## src/rtl/fifo_wr_arbiter.sv

```systemverilog
// rtl/fifo_wr_arbiter.sv - round-robin burst arbiter feeding one FIFO write port
// Define FIFO_ARB_PRIO0_EN to favour requester 0 at every arbitration point.
module fifo_wr_arbiter #(
  parameter int DATA_WIDTH = 8,
  parameter int NUM_REQ    = 4,
  parameter int MAX_BURST  = 4
) (
  input  logic                          wclk,
  input  logic                          wrst_n,
  input  logic [NUM_REQ-1:0]            req,
  input  logic [NUM_REQ*DATA_WIDTH-1:0] req_data,
  input  logic                          wfull,
  output logic [NUM_REQ-1:0]            gnt,
  output logic [2:0]                    gnt_id,
  output logic                          winc,
  output logic [DATA_WIDTH-1:0]         wdata
);

  typedef enum logic {IDLE, BURST} state_t;

  localparam logic [2:0] LAST_IDX  = 3'(NUM_REQ - 1);
  localparam logic [4:0] BURST_MAX = 5'(MAX_BURST);

  state_t     state_q, state_d;
  logic [2:0] owner_q, owner_d;
  logic [2:0] rr_ptr_q, rr_ptr_d;
  logic [2:0] gnt_id_q, gnt_id_d;
  logic [4:0] burst_cnt_q, burst_cnt_d;

  logic [7:0] req_x;
  logic       arb_point;
  logic [2:0] search_base;
  logic       win_found;
  logic [2:0] win_idx;
  logic       grant_en;
  logic [2:0] grant_idx;
  logic [4:0] new_cnt;

  function automatic logic [2:0] next_idx(input logic [2:0] i);
    return (i == LAST_IDX) ? 3'd0 : i + 3'd1;
  endfunction

  assign req_x       = 8'(req);
  // A dropped owner hands off in the same cycle, searching from the slot after it.
  assign arb_point   = (state_q == IDLE) || !req_x[owner_q];
  assign search_base = (state_q == BURST) ? next_idx(owner_q) : rr_ptr_q;

  always_ff @(posedge wclk or negedge wrst_n) begin
    if (!wrst_n) begin
      state_q     <= IDLE;
      owner_q     <= 3'd0;
      rr_ptr_q    <= 3'd0;
      gnt_id_q    <= 3'd0;
      burst_cnt_q <= 5'd0;
    end else begin
      state_q     <= state_d;
      owner_q     <= owner_d;
      rr_ptr_q    <= rr_ptr_d;
      gnt_id_q    <= gnt_id_d;
      burst_cnt_q <= burst_cnt_d;
    end
  end

  always_comb begin
    logic [2:0] scan_idx;
    win_found = 1'b0;
    win_idx   = 3'd0;
    scan_idx  = search_base;
    for (int i = 0; i < NUM_REQ; i++) begin
      if (!win_found && req_x[scan_idx]) begin
        win_found = 1'b1;
        win_idx   = scan_idx;
      end
      scan_idx = next_idx(scan_idx);
    end
`ifdef FIFO_ARB_PRIO0_EN
    if (req[0]) begin
      win_found = 1'b1;
      win_idx   = 3'd0;
    end
`endif
  end

  always_comb begin
    state_d     = state_q;
    owner_d     = owner_q;
    rr_ptr_d    = rr_ptr_q;
    gnt_id_d    = gnt_id_q;
    burst_cnt_d = burst_cnt_q;
    grant_en    = 1'b0;
    grant_idx   = owner_q;
    new_cnt     = 5'd0;
    // A full FIFO freezes everything, including a pending handoff.
    if (!wfull) begin
      if (arb_point) begin
        if (state_q == BURST) rr_ptr_d = next_idx(owner_q);
        if (win_found) begin
          grant_en  = 1'b1;
          grant_idx = win_idx;
        end else begin
          state_d     = IDLE;
          burst_cnt_d = 5'd0;
        end
      end else begin
        grant_en  = 1'b1;
        grant_idx = owner_q;
      end
      if (grant_en) begin
        new_cnt  = (arb_point ? 5'd0 : burst_cnt_q) + 5'd1;
        gnt_id_d = grant_idx;
        owner_d  = grant_idx;
        if (new_cnt == BURST_MAX) begin
          state_d     = IDLE;
          burst_cnt_d = 5'd0;
          rr_ptr_d    = next_idx(grant_idx);
        end else begin
          state_d     = BURST;
          burst_cnt_d = new_cnt;
        end
      end
    end
  end

  always_comb begin
    gnt   = '0;
    wdata = '0;
    for (int i = 0; i < NUM_REQ; i++) begin
      if (wrst_n && grant_en && (grant_idx == 3'(i))) begin
        gnt[i] = 1'b1;
        wdata  = req_data[i*DATA_WIDTH +: DATA_WIDTH];
      end
    end
    winc = |gnt;
  end

  assign gnt_id = gnt_id_q;

endmodule

```

## config.mk

```make
export PLATFORM = sky130hd
export DESIGN_NAME = fifo_wr_arbiter
export DESIGN_NICKNAME = d
export VERILOG_FILES = /design/src/rtl/fifo_wr_arbiter.sv
export SDC_FILE = /design/constraint.sdc
export NUM_CORES = 1
export LEC_CHECK = 0
export ABC_CLOCK_PERIOD_IN_PS = 8800
export CAP_MARGIN = 30
export CORE_AREA = 2 2 60 62
export DETAILED_ROUTE_END_ITERATION = 10
export DIE_AREA = 0 0 62 64
export MAX_ROUTING_LAYER = met4
export PLACE_DENSITY = 0.91
export SLEW_MARGIN = 10
export SYNTH_ARGS = -nofsm -noshare
export SYNTH_HDL_FRONTEND = slang
export SYNTH_SLANG_ARGS = --single-unit
export TNS_END_PERCENT = 5
```

## constraint.sdc

```tcl
create_clock -name wclk -period 8.8 [get_ports wclk]
set_input_delay 1.32 -clock wclk [delete_from_list [all_inputs] [get_ports wclk]]
set_output_delay 1.32 -clock wclk [all_outputs]
set_load 0.03 [all_outputs]
```

==> reports/metrics.yaml, run 1 <==
total_power_uw: 853.3
initial_utilization: 0.4838
synth_area_leader_cell: "dfrtp_1"
max_slew_margin: 0.4989
grt_pass1_wl_um: 6699
synthesis.area_sq_um: 1589
synth_warnings: 0
port_buffers: 54
slowest_stage: "clkdlybuf4s50_1"
final_hold_viol_count: 0
cts_sinks: 12
postCtsSetupRepairBufs: 0
arrival_ns: 4.82
cts-root-buf: "clkbuf_4"
antenna_found_initial: 0
clock_latency_ns: 0.28
dieHeight_um: 64
grt_pass1_vias: 1532
drc: 0
busiest_layer: "met2"
drive_above_1_share: 0.1150
crit_chain: "ha_1, and2b_1, o21ai_4, ha_1, or4b_1, o41ai_1, nor3_2, o2bb2ai_2, o21a_2, o31ai_4, mux2i_1, clkdlybuf4s50_1"
synth-compound-area-share: 0.3622
tns_ns: 0
gr-usage-met2: 0.3438
track_usage: 0.2219
fin_crit_sh: 0.6976
layout_min_cycle_time_ns: 6.139
synth_top_family_by_area: "compound AO/OA/AOI/OAI gates"
yosysUniqueCellTypes: 58
hp-start: "burst_cnt_q[4]"
cp_slowest_stage_delay_ns: 0.69
seq_area_frac_synth: 0.1890
dp_slack_ns: 2.887
status: "finished, final reports clean"
hpwlAfterDp_um: 3192
area_growth_pct: 35.35
max_cap_violations: 0
avgSynthCellArea_sq_um: 8.877
rsz0062_at_grt: "no"
synth_fa_ha_area_frac: 0.03937
synth-simple-area-share: 0.1811
reg2reg_from: "gnt_id[0]"
ios: 55
antenna_left: 0
overflow: 0
drv_slew: 0
synth_xor_area_frac: 0.01102
syn_inst: 179
worst_slew_pin_slew_ns: 0.7494
synth.mux.area_fraction: 0.1457
via_per_inst: 5.904
finalInstanceArea_sq_um: 2151
vdd_drop_max_mv: 0.2699
synth-seq-cells: 12
setup_viol_count_final: 0
netlist_top_cells_area: "dfrtp_1, mux2i_1, a32oi_1"
async_reset_ff_frac: 1.000
cts.path.max_buffers: 2
synth_top_area_share: 0.1890
hold_class: "reg2reg"
crit_fanout: 13
synth_edf_count: 0
cp_data_required_time_ns: 7.48
die_width_um: 62
die-area_sq_um: 3968
gp_congestion: 0.9508
hold_ws_ns: 0.5029
path_common_cell: "ha_1"
postPlaceCellArea_sq_um: 2115
wire_per_inst_um: 15.12
end_kind: "primary output"
clock-skew-final_ns: 0.002565
cts_resized: 0
finalWorstSetupSlack_ns: 2.661
rows: 21
startpoint: "gnt_id[0]"
power_density_nw_per_um2: 396.7
cts_inserted_buffers: 3
fmax_mhz: 162.9
diodes: 0
drtIter0Drc: 101
critical_path.startpoint_type: "register"
cts.htree.levels: 1
wirelength_um: 4112
dr.pass1.iters: 4
synth_top_flop_cell: "dfrtp_1"
vias: 1606
path_delay_family: "compound AO/OA/AOI/OAI gates"
critPathKind: "reg2out"
critical_path_buf_inv_count: 1
nNetsFinal: 271
met3_usage: 0.02632
use_met1: 0.3025
syn_nets: 223
grt_max_degree: 22
core_sq_um: 3284
clk_pin_slew_ns: 0.08
ctsHoldBuffers: 0
total_leakage_power_uw: 0.0008136
cts_tree: "yes"
power breakdown:
part	leakage, uW	switching, uW	internal (uW)
logic	0.000641	416	297
clock network	0.0000210	20.2	25.2
registers	0.000151	24.7	69.6
kinds of logic (layout without fill, tap and decap cells):
group,Yosys count,after routing
DFF,12,12
AOI/OAI and AO/OA,67,67
and+or+nand+nor,51,51
xor gates and xnor gates,2,2
adders and majority gates,5,5
buffers and inverters,21,68
muxes,21,21
metal layers:
metal,wire [um],vias up
met1,1868,740
met3,266,2
met5,0,-
met4,21,0
li1,-,785
met2,1955,79
cells in the final DEF (no fill, tap or decap), types with 7 or more instances in the layout:
master and n:
dfrtp_1 12, a21oi_1 7, a32oi_1 16, nor2_1 11
nor2b_1 7, nand2_1 9, clkdlybuf4s50_1 54, inv_1 8
mux2i_1 16
cell usage after synthesis, types with 3 or more instances:
cell and number:
clkbuf_1 3, nor2_1 11, o22ai_1 3, nand2_1 9, buf_6 3, nor2b_1 7, o211ai_1 6, mux2_2 3
nand2b_1 4, o21ai_0 6, o21ai_4 3, buf_2 3, a32oi_1 16, ha_1 5, inv_1 8, and2_1 4
dfrtp_1 12, nand3_1 3, a21oi_1 7, mux2i_1 16
flip-flops by register name (all words and copies together), names as in the netlist:
name / cells
burst_cnt_q: 5
state_q: 1
gnt_id: 3
rr_ptr_q: 3
stage by stage:
stage	cells	utilization
after global placement	268	0.6438
final	272	0.6549
after floorplan	179	-
after global routing	272	0.6549
after CTS	272	0.6549
after detailed placement	268	0.6438
final cells by class:
class,count,area (sq um)
Multi-Input combinational cell,146,1175
Fill cell,276,1134
Timing Repair Buffer,55,548.0
Sequential cell,12,300.3
Tap cell,46,57.56
Clock buffer,4,36.28
Inverter,9,33.78
worst paths after layout:
check                            endpoint  slack [ns]  cells after the start
min                        burst_cnt_q[4]        0.50                      1
max in group asynchronous       gnt_id[1]        6.99                      1
min in group asynchronous  burst_cnt_q[1]        1.42                      1
max reg2reg                   rr_ptr_q[1]        4.97                     12
min reg2reg                burst_cnt_q[4]        0.50                      1
max                              wdata[1]        2.66                     12
Note: power is estimated with default switching activity, not from simulation.
==> run 2, diff against run 1 <==
--- a/config.mk
+++ b/config.mk
@@ -5,13 +5,13 @@
 export SDC_FILE = /design/constraint.sdc
 export NUM_CORES = 1
 export LEC_CHECK = 0
-export ABC_CLOCK_PERIOD_IN_PS = 8800
+export ABC_CLOCK_PERIOD_IN_PS = 5600
 export CAP_MARGIN = 30
-export CORE_AREA = 2 2 60 62
+export CORE_AREA = 2 2 65 67
 export DETAILED_ROUTE_END_ITERATION = 10
-export DIE_AREA = 0 0 62 64
+export DIE_AREA = 0 0 67 69
 export MAX_ROUTING_LAYER = met4
-export PLACE_DENSITY = 0.91
+export PLACE_DENSITY = 0.83
 export SLEW_MARGIN = 10
 export SYNTH_ARGS = -nofsm -noshare
 export SYNTH_HDL_FRONTEND = slang
==> constraint.sdc (replaced) <==
create_clock -name wclk -period 5.6 [get_ports wclk]
set_input_delay 0.84 -clock wclk [delete_from_list [all_inputs] [get_ports wclk]]
set_output_delay 0.84 -clock wclk [all_outputs]
set_load 0.03 [all_outputs]
==> run 2 against run 1 <==
  * Non-clock buffer count rose by 5
  * Final cell count up 3.3%
  * Clock power is 120% higher
  * Sequential power up 42%
  * Critical path type unchanged
==> reports/metrics.yaml, run 2 (synthesis results as in run 1) <==
finalInstanceArea_sq_um: 2237  # was 2151 sq um
die_width_um: 67  # was 62 um
layout_commonest_cell: "clkdlybuf4s50_1"  # unchanged
cts_inserted_buffers: 3  # unchanged
nNetsFinal: 276  # was 271
path_common_cell: "ha_1"  # unchanged
crit_fanout: 16  # was 13
cts_sinks: 12  # unchanged
rows: 23  # was 21
grt_pass1_vias: 1545  # was 1,532
area_growth_pct: 40.79  # was 35.35%
total_power_uw: 1457  # was 853.3 uW
grt_max_degree: 22  # unchanged
cts_tree: "yes"  # unchanged
cp_data_required_time_ns: 4.76  # was 7.48 ns
clock-skew-final_ns: 0.009870  # was 0.002565 ns
critical_path_buf_inv_count: 2  # was 1
postPlaceCellArea_sq_um: 2142  # was 2115 sq um
worst_slew_pin_slew_ns: 0.7000  # was 0.7494 ns
hold_ws_ns: 0.4863  # was 0.5029 ns
crit_chain: "ha_1, and2b_1, o21ai_4, ha_1, or4b_1, o41ai_1, nor3_2, a2111o_1, o211a_2, o22ai_4, buf_12, a32oi_1, mux2i_1, clkdlybuf4s50_1"  # was ha_1, and2b_1, o21ai_4, ha_1, or4b_1, o41ai_1, nor3_2, o2bb2ai_2, o21a_2, o31ai_4, mux2i_1, clkdlybuf4s50_1
top_register: "burst_cnt_q"  # unchanged
layout_min_cycle_time_ns: 5.295
drtIter0Drc: 84  # was 101
power_density_nw_per_um2: 651.3  # was 396.7 nW/um^2
cts_resized: 0  # unchanged
hpwlAfterDp_um: 3268  # was 3192 um
antenna_found_initial: 0  # unchanged
track_usage: 0.1939  # was 0.2219
clk_pin_slew_ns: 0.06  # was 0.08 ns
final_hold_viol_count: 0  # unchanged
drive_above_1_share: 0.1342  # was 0.1150
overflow: 0  # unchanged
postCtsSetupRepairBufs: 0  # unchanged
largest_register_ffs: 5  # unchanged
drv_slew: 0  # unchanged
port_buffers: 54  # unchanged
total_leakage_power_uw: 0.0008539  # was 0.0008136 uW
end_kind: "primary output"  # unchanged
status: "finished, final reports clean"  # unchanged
max_slew_margin: 0.5302  # was 0.4989
tns_ns: 0  # unchanged
core_sq_um: 3914  # was 3284 sq um
via_per_inst: 5.630  # was 5.904
fin_crit_sh: 0.9455
cts-root-buf: "clkbuf_8"  # was clkbuf_4
max_cap_violations: 0  # unchanged
dieHeight_um: 69  # was 64 um
ios: 55  # unchanged
ctsHoldBuffers: 0  # unchanged
gp_congestion: 0.9336  # was 0.9508
critPathKind: "reg2out"  # unchanged
final_cell_mix: "clkdlybuf4s50_1, mux2i_1, a32oi_1"  # unchanged
rsz0062_at_grt: "no"  # unchanged
dr.pass1.iters: 4  # unchanged
path_delay_family: "compound AO/OA/AOI/OAI gates"  # unchanged
vdd_drop_max_mv: 0.2996  # was 0.2699 mV
initial_utilization: 0.4060  # was 0.4838
vias: 1582  # was 1,606
wirelength_um: 4332  # was 4112 um
cp_slowest_stage_delay_ns: 0.69  # about the same
arrival_ns: 4.45  # was 4.82 ns
nFillCells: 359  # was 276
cts.path.max_buffers: 2  # unchanged
critical_path.startpoint_type: "register"  # unchanged
hold_class: "reg2reg"  # unchanged
fmax_mhz: 188.9
antenna_left: 0  # unchanged
postLayoutCoreUtil: 0.5716  # was 0.6549
diodes: 0  # unchanged
setup_viol_count_final: 0  # unchanged
die-area_sq_um: 4623  # was 3968 sq um
slowest_stage: "clkdlybuf4s50_1"  # unchanged
cts.htree.levels: 1  # unchanged
grt_pass1_wl_um: 6996  # was 6699 um
drc: 0  # unchanged
wire_per_inst_um: 15.42  # was 15.12 um
clock_latency_ns: 0.25  # was 0.28 ns
==> run 2: through the flow <==
step / worst slack (ns) / instances
floorplan: 0.9356 / 179
global placement: 0.5969 / 275
detailed placement: 0.4770 / 275
CTS: 0.1843 / 279
global route: 0.07540 / 281
finish: 0.3053 / 281
==> run 2: routing by layer <==
metal  global-route usage  part of all wire  vias to the layer above
met3              0.02610             0.043                        8
met1               0.2604              0.46                      724
met4              0.06349             0.016                        0
met5                    -                 0                        -
li1                     -                 -                      799
met2               0.2981              0.48                       51
==> run 2: layout make-up <==
| cell class | count | area (sq um) | share of cell area |
|---|---|---|---|
| multi-input combinational | 146 | 1175 | 0.5252 |
| timing repair buffer | 60 | 610.6 | 0.2729 |
| sequential | 12 | 300.3 | 0.1342 |
| tap | 50 | 62.56 | 0.02796 |
| clock buffer | 4 | 55.05 | 0.02461 |
| inverter | 9 | 33.78 | 0.01510 |
==> run 2: path summary, 6_finish.rpt <==
kind / start / end / slack [ns] / cells past startpoint
max: gnt_id[1] / wdata[0] / 0.31 / 14
min: burst_cnt_q[4] / burst_cnt_q[4] / 0.49 / 1
max reg2reg: gnt_id[1] / rr_ptr_q[1] / 2.01 / 12
min reg2reg: burst_cnt_q[4] / burst_cnt_q[4] / 0.49 / 1
max in group asynchronous: wrst_n / gnt_id[2] / 4.53 / 2
min in group asynchronous: wrst_n / burst_cnt_q[0] / 0.89 / 2
==> run 2: power breakdown <==
group          switching, uW  total (uW)  leakage [uW]  internal, uW
registers               23.7         134      0.000151           110
logic                    693        1230      0.000674           532
clock network           36.1        98.3     0.0000288          62.2
